===== config.mk =====
export PLATFORM = sky130hd
export DESIGN_NAME = arbitro_salida_rr_flat
export DESIGN_NICKNAME = d
export VERILOG_FILES = /design/src/rtl/arbitro_salida_rr_if.sv /design/src/rtl/arbitro_salida_rr.sv /design/src/flat_wrapper.sv
export SDC_FILE = /design/constraint.sdc
export NUM_CORES = 1
export LEC_CHECK = 0
export ABC_CLOCK_PERIOD_IN_PS = 5700
export CORE_MARGIN = 5
export CORE_UTILIZATION = 39
export DETAILED_ROUTE_END_ITERATION = 16
export GPL_TIMING_DRIVEN = 1
export PLACE_DENSITY_LB_ADDON = 0.12
export SYNTH_ARGS = -nofsm -noshare
export SYNTH_HDL_FRONTEND = slang
export SYNTH_SLANG_ARGS = --single-unit

===== constraint.sdc =====
create_clock -name clk -period 5.7 [get_ports clk]
set_clock_uncertainty 0.1 [all_clocks]
set_input_delay 0.57 -clock clk [delete_from_list [all_inputs] [get_ports clk]]
set_output_delay 0.57 -clock clk [all_outputs]
set_load 0.01 [all_outputs]

===== src/rtl/arbitro_salida_rr_if.sv =====
// Handshake bundle between the output round-robin arbiter, the four class FIFOs
// and the four destination FIFOs.
interface arbitro_salida_rr_if #(
    parameter int DATA_W = 6,
    parameter int CNT_W  = 5
);
    logic [3:0]          fifo_empty;
    logic [4*DATA_W-1:0] fifo_data;
    logic [3:0]          out_almost_full;
    logic [1:0]          cnt_sel;
    logic [3:0]          pop;
    logic [3:0]          push;
    logic [DATA_W-1:0]   data_out;
    logic [CNT_W-1:0]    cnt_out;
    logic                idle;

    modport slave (
        input  fifo_empty,
        input  fifo_data,
        input  out_almost_full,
        input  cnt_sel,
        output pop,
        output push,
        output data_out,
        output cnt_out,
        output idle
    );

    modport master (
        output fifo_empty,
        output fifo_data,
        output out_almost_full,
        output cnt_sel,
        input  pop,
        input  push,
        input  data_out,
        input  cnt_out,
        input  idle
    );
endinterface


===== src/rtl/arbitro_salida_rr.sv =====
// Output-side arbiter: round-robin pops of four class FIFOs, steering by the word's
// destination field into four destination FIFOs, with per-destination word counters.
//
// state     | meaning
// ----------+------------------------------------------------------------
// ST_RESET  | reset_L asserted, everything held at reset values
// ST_INIT   | one settling cycle after reset release, no traffic
// ST_IDLE   | no class FIFO has data and nothing is in flight
// ST_ACTIVE | granting pops round-robin and draining the pipeline
module arbitro_salida_rr #(
    parameter int DATA_W = 6,
    parameter int CNT_W  = 5
) (
    input logic               clk,
    input logic               reset_L,
    arbitro_salida_rr_if.slave bus
);

    typedef enum logic [1:0] {
        ST_RESET  = 2'd0,
        ST_INIT   = 2'd1,
        ST_IDLE   = 2'd2,
        ST_ACTIVE = 2'd3
    } state_t;

    state_t             r_state;
    state_t             w_state_nxt;

    logic [1:0]         r_rr_ptr;
    logic               r_s1_valid;
    logic [1:0]         r_s1_idx;
    logic               r_out_valid;
    logic [3:0]         r_push;
    logic [DATA_W-1:0]  r_data_out;
    logic [CNT_W-1:0]   r_count [4];

    logic               w_grant;
    logic [1:0]         w_grant_idx;
    logic [3:0]         w_pop;
    logic               w_stall;
    logic               w_all_empty;
    logic               w_pipe_empty;
    logic [DATA_W-1:0]  w_cap_word;
    logic [1:0]         w_cap_dest;
    logic [1:0]         w_out_dest;

    assign w_stall      = |bus.out_almost_full;
    assign w_all_empty  = &bus.fifo_empty;
    assign w_pipe_empty = !r_s1_valid && !r_out_valid;

    // Scan offsets from high to low so the nearest non-empty channel after rr_ptr wins.
    always_comb begin
        logic [1:0] idx;
        w_grant     = 1'b0;
        w_grant_idx = r_rr_ptr;
        idx         = r_rr_ptr;
        for (int j = 3; j >= 0; j--) begin
            idx = r_rr_ptr + 2'(j);
            if (!bus.fifo_empty[idx]) begin
                w_grant     = 1'b1;
                w_grant_idx = idx;
            end
        end
    end

    always_ff @(posedge clk or negedge reset_L) begin
        if (!reset_L) begin
            r_state <= ST_RESET;
        end else begin
            r_state <= w_state_nxt;
        end
    end

    always_comb begin
        w_state_nxt = r_state;
        unique case (r_state)
            ST_RESET:  w_state_nxt = ST_INIT;
            ST_INIT:   w_state_nxt = ST_IDLE;
            ST_IDLE: begin
                if (!w_all_empty) begin
                    w_state_nxt = ST_ACTIVE;
                end
            end
            ST_ACTIVE: begin
                if (w_all_empty && w_pipe_empty) begin
                    w_state_nxt = ST_IDLE;
                end
            end
            default:   w_state_nxt = ST_RESET;
        endcase
    end

    // Any almost_full stalls every channel; words already popped still drain.
    always_comb begin
        w_pop = 4'b0000;
        if (r_state == ST_ACTIVE && !w_stall && w_grant) begin
            w_pop[w_grant_idx] = 1'b1;
        end
    end

    assign w_cap_word = bus.fifo_data[int'(r_s1_idx)*DATA_W +: DATA_W];
    assign w_cap_dest = w_cap_word[DATA_W-1:DATA_W-2];
    assign w_out_dest = r_data_out[DATA_W-1:DATA_W-2];

    always_ff @(posedge clk or negedge reset_L) begin
        if (!reset_L) begin
            r_rr_ptr    <= 2'd0;
            r_s1_valid  <= 1'b0;
            r_s1_idx    <= 2'd0;
            r_out_valid <= 1'b0;
            r_push      <= 4'b0000;
            r_data_out  <= '0;
        end else begin
            r_s1_valid <= |w_pop;
            if (|w_pop) begin
                r_s1_idx <= w_grant_idx;
                r_rr_ptr <= w_grant_idx + 2'd1;
            end
            // The class FIFO presents the popped word one cycle after the pop.
            r_out_valid <= r_s1_valid;
            if (r_s1_valid) begin
                r_push     <= 4'b0001 << w_cap_dest;
                r_data_out <= w_cap_word;
            end else begin
                r_push <= 4'b0000;
            end
        end
    end

    // Counters advance on the cycle after push, so a same-cycle read sees the old value.
    always_ff @(posedge clk or negedge reset_L) begin
        if (!reset_L) begin
            for (int i = 0; i < 4; i++) begin
                r_count[i] <= '0;
            end
        end else if (r_out_valid) begin
            r_count[w_out_dest] <= r_count[w_out_dest] + CNT_W'(1);
        end
    end

    assign bus.pop      = w_pop;
    assign bus.push     = r_push;
    assign bus.data_out = r_data_out;
    assign bus.cnt_out  = r_count[bus.cnt_sel];
    assign bus.idle     = (r_state == ST_IDLE);

endmodule


===== src/flat_wrapper.sv =====
// flat-port wrapper written by rule: the top's interface ports become plain ports
module arbitro_salida_rr_flat 
#(
    parameter int DATA_W = 6,
    parameter int CNT_W  = 5
)
  (clk, reset_L, bus_fifo_empty, bus_fifo_data, bus_out_almost_full, bus_cnt_sel, bus_pop, bus_push, bus_data_out, bus_cnt_out, bus_idle);
  arbitro_salida_rr_if #(.DATA_W(DATA_W), .CNT_W(CNT_W)) bus_i ();
  input logic clk;
  input logic reset_L;
  input wire logic [$bits(bus_i.fifo_empty)-1:0] bus_fifo_empty;
  input wire logic [$bits(bus_i.fifo_data)-1:0] bus_fifo_data;
  input wire logic [$bits(bus_i.out_almost_full)-1:0] bus_out_almost_full;
  input wire logic [$bits(bus_i.cnt_sel)-1:0] bus_cnt_sel;
  output wire logic [$bits(bus_i.pop)-1:0] bus_pop;
  output wire logic [$bits(bus_i.push)-1:0] bus_push;
  output wire logic [$bits(bus_i.data_out)-1:0] bus_data_out;
  output wire logic [$bits(bus_i.cnt_out)-1:0] bus_cnt_out;
  output wire logic [$bits(bus_i.idle)-1:0] bus_idle;
  assign bus_i.fifo_empty = bus_fifo_empty;
  assign bus_i.fifo_data = bus_fifo_data;
  assign bus_i.out_almost_full = bus_out_almost_full;
  assign bus_i.cnt_sel = bus_cnt_sel;
  assign bus_pop = bus_i.pop;
  assign bus_push = bus_i.push;
  assign bus_data_out = bus_i.data_out;
  assign bus_cnt_out = bus_i.cnt_out;
  assign bus_idle = bus_i.idle;
  arbitro_salida_rr #(.DATA_W(DATA_W), .CNT_W(CNT_W)) u_core (.clk(clk), .reset_L(reset_L), .bus(bus_i));
endmodule

[Yosys cells after proc, flatten, opt, wreduce, memory -nomap -nowiden]
Index checks and enable logic that the tools add are counted.
Word-level totals
  input bits: 36
  word-level logic and storage cells: 81
  output and inout bits: 20
  flip-flop bits (word level): 38
Operators by class
  $lt $le $gt $ge: 9
  $add $sub $neg: 5
  shift-type cells: 2
  $mul: 1
  reductions and logical operators: 14
  bitwise operators: 2
  mux-type cells: 32
  equality and inequality tests: 5
Operators with widths (number)
  $shiftx A24 B32 Y6: 1
  $mux W5: 5
  $bmux W5 S2: 2
  $bwmux W20: 1
  $lt A2 B3 Y1 const B: 5
  $mux W2: 6
  $demux W5 S2: 1
  $mux W1: 9
  $bmux W1 S2: 4
  $mux W4: 2
  $pmux W2 S4: 1
  $reduce_or A4 Y1: 2
  $ge A3 B3 Y1 const B: 2
  $logic_and A1 B1 Y1: 6
  $not A2 Y3: 2
  $add A5 B1 Y5 const B: 1
  $add A2 B1 Y2 const B: 2
  $add A2 B2 Y2 const B: 2
  $eq A2 B2 Y1 const B: 2
  $mul A2 B2 Y4 const B: 1
  $reduce_and A4 Y1: 1
  $shl A1 B2 Y4 const A: 1
  $logic_not A1 Y1: 3
  $lt A3 B1 Y1 const B: 1
  other kinds (7): 7

[Longest topological paths before layout]
  depth in word-level cells: 13
  depth in mapped cells: 6
  depth with buffers taken out: 5

[Worst setup path before layout]
No wires, ideal clock.
  path type: input to output
  start point: in bus_fifo_empty[3]
  end point: out bus_pop[1]
  path slack: 3.455 ns
  data required time: 5.030 ns
  buffers on the path: 0
  arrival: 1.575 ns
  stages: 4
  cell sequence: nor2b_1 > o21a_1 > or3_1 > nor3_1
On the way
  longest elaborated chain between the ends: 11
Ends and longest elaborated chain
  from (decl): line flat_wrapper.sv:11  | input wire logic [$bits(bus_i.fifo_empty)-1:0] bus_fifo_empty;
  $bmux W1 S2: line arbitro_salida_rr.sv:59  | if (!bus.fifo_empty[idx]) begin
  $mux W1 (implied by the code): line arbitro_salida_rr.sv:59
  $mux W2 (4 in series): line arbitro_salida_rr.sv:59
  $lt A2 B3 Y1 (implied by the code) or $ge A2 B1 Y1 (tied branches): line arbitro_salida_rr.sv:97  | w_pop[w_grant_idx] = 1'b1;
  $logic_and A1 B1 Y1 (implied by the code): line arbitro_salida_rr.sv:97
  $mux W1 (implied by the code): line arbitro_salida_rr.sv:97
  $demux W1 S2
  $mux W4 *: line arbitro_salida_rr.sv:96  | if (r_state == ST_ACTIVE && !w_stall && w_grant) begin
  to (decl): line flat_wrapper.sv:15  | output wire logic [$bits(bus_i.pop)-1:0] bus_pop;
Every way passes the cells marked *; elsewhere a longest branch is shown, timed or not. The select of a mux whose other input is x is not followed.

[Worst setup path in the final report]
Same ends and word-level chain as after synthesis.

==> reports/qor.csv <==
metric,value,unit
intPower,0.674,mW
drt-total-wl,4570,µm
worst_path_dominant_cell_family,buffers and inverters,
finalHoldViolCount,0,
setup_violations,0,
fp.coreArea,0.00479,mm²
crit_buf_inv,2,
peakVddDrop,0.000230,V
h-tree-depth,2,
drt-initial-drc-count,54,
crit_path_frequent_cell,clkdlybuf4s50_1,
clock_sinks,38,
rrSetupSlack,3.54,ns
outcome,completed,
clkPwrFrac,18.7,%
required,5.03,ns
syn_area_per_cell,12.3,µm²
overflow,0,
hp-class,in2async,
finalNonFillerCells,282,
clockBufferDepth,2,
tns,0,ns
synth_area,0.00195,mm²
post-cts-setup-buffer-count,0,
crit_fanout,6,
crit_type,in2out,
drive_gt1_share,18.6,%
synth_fp_nets,196,
grtUsageMet1,18.7,%
dr.pass1.iters,4,
met2_usage,27.7,%
rsz0062_at_grt,no,
io_pins,56,
clock_latency,0.28,ns
grt_busiest_layer,met2,
postRouteAntennaNets,0,
drv_slew,0,
crit_start,bus_fifo_empty[3],
grt_max_degree,39,
synth-seq-cells,38,
drc,0,
crit_end,bus_pop[1],
dpl_cell_area,0.00255,mm²
layout.nets,251,
ys_seq_area_share,48.7,%
cts_tree,done,
worst_slack,2.41,ns
numCtsBuffers,5,
die_area,0.00653,mm²
end_kind,primary output,
cts_resized,0,
reg2reg_depth,5,
power_density,382,mW/mm²
synth_edf_count,0,
synth_cell_types,33,
p_sw_share,33.1,%
synth_cells,159,
critical_path_cell_count,6,
die_h,80.8,µm
worstSetupStartpointType,primary input,
placed_cells,274,
num_rows,25,
crit_path_cell_trace,"clkdlybuf4s50_1, nor2b_1, o21a_1, or3_1, nor3_1, clkdlybuf4s50_1",
leakage,1.06,nW
cts_hold_buf,0,
maxCapViolations,0,
synth-main-ff-cell,dfrtp_1,
slowest_stage,clkdlybuf4s50_1,
gp_congestion,0.779,
synth_area_leader_cell,dfrtp_1,
yosys-top-cells-area,"dfrtp_1, mux4_2, mux2_2, nand2_1, o21ai_1",
yosys_warnings,0,
fmax,0.304,GHz
finalCriticalPeriod,3.29,ns
viasPerCell,5.23,
worst_pin_slew,0.827,ns
min_period_over_period,57.8,%
pwr-share-seq,42.7,%
syn_to_final_growth,35.0,%
yosys-top-cells-count,"dfrtp_1, nand2_1, mux4_2",
vias,1474,
die_width,80.8,µm
root_buffer,clkbuf_8,
grt_pass1_vias,1539,
grt_usage,15.8,%
slew_headroom,44.9,%
yosysMostFrequentCell,dfrtp_1,
dp_hpwl,3540,µm
p_switching,0.333,mW
port_buffers,55,
worst_ep_arrival_time,2.62,ns
synthArstFlopShare,100,%
antenna_found_initial,0,
cts.clk_slew.worst_paths,0.07,ns
combPwrFrac,38.6,%
critPathMaxStageDelay,0.57,ns
reg2reg_from,u_core.bus.data_out[4]$_DFFE_PN0P_,
yosys.area.top_type_share,48.7,%
grt_pass1_wl,7770,µm
grt_use_met3,4.32,%
r2r_end,u_core.r_count[4]$_DFFE_PN0P_,
fin_area,0.00264,mm²
dpl_worst_slack,2.42,ns
antenna_cells,0,
wl_per_cell,16.2,µm
start_util,40.8,%
[worst min path at each step]
stage	startpoint	endpoint	slack, ns
after floorplan	reset_L	u_core.bus.data_out[0]$_DFFE_PN0P_	0.17
after global placement	u_core.r_count[10]$_DFFE_PN0P_	u_core.r_count[10]$_DFFE_PN0P_	0.37
after detailed placement	u_core.r_count[10]$_DFFE_PN0P_	u_core.r_count[10]$_DFFE_PN0P_	0.40
after CTS	reset_L	u_core.r_count[14]$_DFFE_PN0P_	0.31
after global routing	reset_L	u_core.r_count[10]$_DFFE_PN0P_	0.36
final	reset_L	u_core.r_count[10]$_DFFE_PN0P_	0.28
[sequential cells by signal, indices dropped and copies added (netlist names)]
signal	count
u_core.r_count	20
u_core.bus.data_out	6
u_core.bus.push	4
u_core.r_rr_ptr	2
u_core.r_s1_idx	2
u_core.r_state	2
u_core.r_out_valid	1
u_core.r_s1_valid	1
[cell usage in the layout, fill, tap and decap left out, types with 3 or more instances in the layout]
cell type	netlist	final
clkdlybuf4s50_1	0	54
nor2_1	8	8
clkbuf_8	0	6
o21ai_0	8	8
o21ai_1	9	9
mux4_2	16	16
and3_1	3	3
nand2_1	21	21
a21oi_1	5	5
o21a_1	3	3
dfrtp_1	38	38
inv_1	3	3
nand3_1	3	3
nor2b_1	3	3
mux2_2	9	9
[power groups by stage]
stage	Sequential [mW]	Clock (mW)	Combinational (mW)
final	0.430	0.188	0.389
after global routing	0.449	0.208	0.425
after CTS	0.433	0.195	0.392
after detailed placement	0.439	0	0.391
after global placement	0.429	0	0.380
after floorplan	0.400	0	0.278
[final cells by class]
type | count | area, µm²
clock inverters | 1 | 5.00
fillers | 414 | 2150
multi-input cells | 111 | 956
flip-flops and latches | 38 | 951
inverters | 3 | 11.3
clock buffers | 7 | 86.3
well taps | 67 | 83.8
repair buffers | 55 | 546
[per-layer routing]
layer,vias to the layer above,share of wire [%]
met1,727,40
met5,-,0
met4,0,1.5
met2,42,54
li1,698,-
met3,7,5.2
[stage by stage]
stage / hold slack (ns) / total power, mW / util, %
2_1_floorplan: 0.174 / 0.678 / -
3_3_place_gp: 0.375 / 0.809 / 53.2
3_5_place_dp: 0.396 / 0.830 / 53.2
4_1_cts: 0.310 / 1.02 / 55.1
5_1_grt: 0.356 / 1.08 / 55.1
6_report: 0.283 / 1.01 / 55.1
[worst register-to-register path: cells and delay by family (launching register included)]
family                     cells  cell delay [ns]
AOI/OAI and AO/OA              1             0.10
and+or+nand+nor                1             0.10
muxes                          1             0.64
adders and majority gates      1             0.27
xor gates and xnor gates       1             0.21
DFF                            1             0.62
[cell families after synthesis]
group | Yosys count | synth area share [%]
AND/OR/NAND/NOR | 52 | 13.3
multiplexers | 25 | 23.6
adder cells (fa/ha/maj) | 1 | 0.640
flip-flops | 38 | 48.7
AO/OA/AOI/OAI | 30 | 8.90
XOR/XNOR | 3 | 2.50
buffers and inverters | 10 | 2.43
(Power assumes the default switching activity.)
==> patch: new RTL, config.mk and constraints unchanged <==
Make the reset (`reset_L`) synchronous in 3 clocked blocks.
--- a/src/rtl/arbitro_salida_rr.sv
+++ b/src/rtl/arbitro_salida_rr.sv
@@ -63,7 +63,7 @@
         end
     end
 
-    always_ff @(posedge clk or negedge reset_L) begin
+    always_ff @(posedge clk) begin
         if (!reset_L) begin
             r_state <= ST_RESET;
         end else begin
@@ -102,7 +102,7 @@
     assign w_cap_dest = w_cap_word[DATA_W-1:DATA_W-2];
     assign w_out_dest = r_data_out[DATA_W-1:DATA_W-2];
 
-    always_ff @(posedge clk or negedge reset_L) begin
+    always_ff @(posedge clk) begin
         if (!reset_L) begin
             r_rr_ptr    <= 2'd0;
             r_s1_valid  <= 1'b0;
@@ -128,7 +128,7 @@
     end
 
     // Counters advance on the cycle after push, so a same-cycle read sees the old value.
-    always_ff @(posedge clk or negedge reset_L) begin
+    always_ff @(posedge clk) begin
         if (!reset_L) begin
             for (int i = 0; i < 4; i++) begin
                 r_count[i] <= '0;
Function: differs if reset_L is asserted again (counterexample within 4 cycles, from zero or initial values and one cycle with reset_L low); with reset_L held inactive, the same outputs for 10 cycles.
==> patch against the unedited design <==
- setup slack better by 0.057 ns
- area after synthesis is 1.8% higher
- hold slack improved by 0.15 ns
- synthesized cell count up 0.63%
- wire length fell by 8.8%
- highest routed layer unchanged
- fmax grew 1.8%
- utilization is 2.1 points lower
- sequential cell count up 2
- final cell count is 0.71% higher
- final area increased by 1.3%
Power is not compared: it rests on default switching activity, and its combinational part moved more than twofold at a synthesized area within 25%.
==> patch: results (changes against the unedited design) <==
stage,metric,value,unit,change
cells_and_area,layout cells sized above 1,0.136,,was 0.186
global_routing,first-pass GRT wire length,7.00,mm,was 7.77 mm
cells_and_area,Antenna diodes,0,,unchanged
cells_and_area,final net count,250,,was 251
worst_setup_path,worst-path fanout max,5,,was 6
placed_design,GP Congestion,0.753,,was 0.779
cells_and_area,fillcell total,445,,was 414
placed_design,detailed placement HPWL,3.32,mm,was 3.54 mm
clock_network,# Post-CTS Setup Buffers,0,,unchanged
min_path,Hold Path Class,flip-flop to flip-flop,,was input pin to async pin
yosys,post-synthesis mux area share,0.213,,was 0.236
global_routing,initial antenna violation count,0,,unchanged
yosys,Post-Synth Adder-Cell Area,0.00629,,was 0.00640
yosys,Async SR Flop Fraction,0,,was 1.00
yosys,complex-gate fraction of the synthesized area,0.0673,,was 0.0890
cells_and_area,max reg flops,20,,unchanged
status,status,"finished, final reports clean",,unchanged
pwr,VDD IR max,0.000102,V,
global_routing,largest net degree at the start of global routing,22,,was 39
placed_design,Post-DP Area,0.00258,mm²,was 0.00255 mm²
global_routing,Overall Global Routing Usage,0.138,,was 0.158
yosys,register area share after synthesis,0.503,,was 0.487
timing,actual slew at the worst max-slew pin,0.711,ns,was 0.827 ns
detailed_routing,final wirelength,4.16,mm,was 4.57 mm
yosys,Synthesized Nets,197,,was 196
clock_network,Clock transition at path regs,0.07,ns,about the same
clock_network,root buf cell,clkbuf_8,,unchanged
clock_network,CTS H-tree depth,2,,unchanged
worst_setup_path,Worst EP arrival,2.57,ns,was 2.62 ns
yosys,synth unique cells,38,,was 33
clock_network,CTS max path bufs,2,,unchanged
yosys,ys flop type,edfxtp_1,,was dfrtp_1
global_routing,vias in the first global route,1557,,was 1539
yosys,xor and xnor fraction of the mapped netlist area,0.0252,,was 0.0250
clock_network,cts repair resizes,0,,unchanged
detailed_routing,DRT iter0 DRCs,67,,was 54
detailed_routing,Via density,5.02,,was 5.23
yosys,most instantiated cells after synthesis,"nor2_1, dfxtp_1, edfxtp_1, mux4_2, nand2_1",,"was dfrtp_1, nand2_1, mux4_2, mux2_2, o21ai_1"
yosys,Post-synth EDFFs,20,,was 0
yosys,Area contributors post-synth,"edfxtp_1, dfxtp_1, mux4_2",,"was dfrtp_1, mux4_2, mux2_2"
## patch: changes by cell type in the layout (fill, tap and decap cells not counted), moves of 4 or more
cell | before | now
dfrtp_1 | 38 | 0
dfxtp_1 | 0 | 20
edfxtp_1 | 0 | 20
nor2_1 | 8 | 24
nand2_1 | 21 | 10
mux2_2 | 9 | 0
o21ai_1 | 9 | 0
mux2i_1 | 0 | 6
nor2b_1 | 3 | 7
## patch: cells by family after synthesis
family	count (synthesis)
AO/OA/AOI/OAI	18
XOR/XNOR	4
adder cells (fa/ha/maj)	1
multiplexers	22
flip-flops	40
AND/OR/NAND/NOR	60
buffers and inverters	15
## patch: cell type report
cell class,count,area [µm²],share of cell area
inverters,6,22.5,0.00843
multi-input cells,105,923,0.346
clock buffers,5,68.8,0.0257
repair buffers,55,551,0.206
well taps,70,87.6,0.0328
clock inverters,3,18.8,0.00702
flip-flops and latches,40,1000,0.375
## patch: worst max-delay path, cell delays in order
cell,delay [ns]
clkdlybuf4s50_1,0.53
inv_1,0.08
a211o_1,0.32
a32oi_4,0.26
nand2_1,0.13
nor2_1,0.11
clkdlybuf4s50_1,0.55
## patch: per-stage QoR
step                power (mW)  worst slack (ns)   util  std cells
finish                   0.563              2.46  0.530        284
global route             0.588              2.35  0.530        284
CTS                      0.570              2.45  0.530        284
detailed placement       0.387              2.46  0.513        276
global placement         0.385              2.54  0.513        276
floorplan                0.347              3.43      -        160
## patch: per-layer routing
metal / global-route usage / wire length (µm)
met5: 0 / 0
met4: 0.0439 / 56
met3: 0.0537 / 418
met2: 0.250 / 2110
met1: 0.147 / 1570
## patch: report_power, final
group          internal (mW)  switching (mW)
combinational         0.0429          0.0245
sequential             0.308         0.00459
clock                 0.0852          0.0980
total                  0.436           0.127
## patch: final timing paths
kind	from	to	slack, ns	cells past startpoint
hold / removal	u_core.r_state[1]$_SDFFE_PN0P_	u_core.r_state[1]$_SDFFE_PN0P_	0.43	1
setup reg to reg	flip-flop	u_core.r_count[0][2]$_SDFFCE_PN0P_	3.47	5
setup / recovery	bus_fifo_empty[2]	bus_pop[1]	2.46	7
hold reg to reg	u_core.r_state[1]$_SDFFE_PN0P_	u_core.r_state[1]$_SDFFE_PN0P_	0.43	1
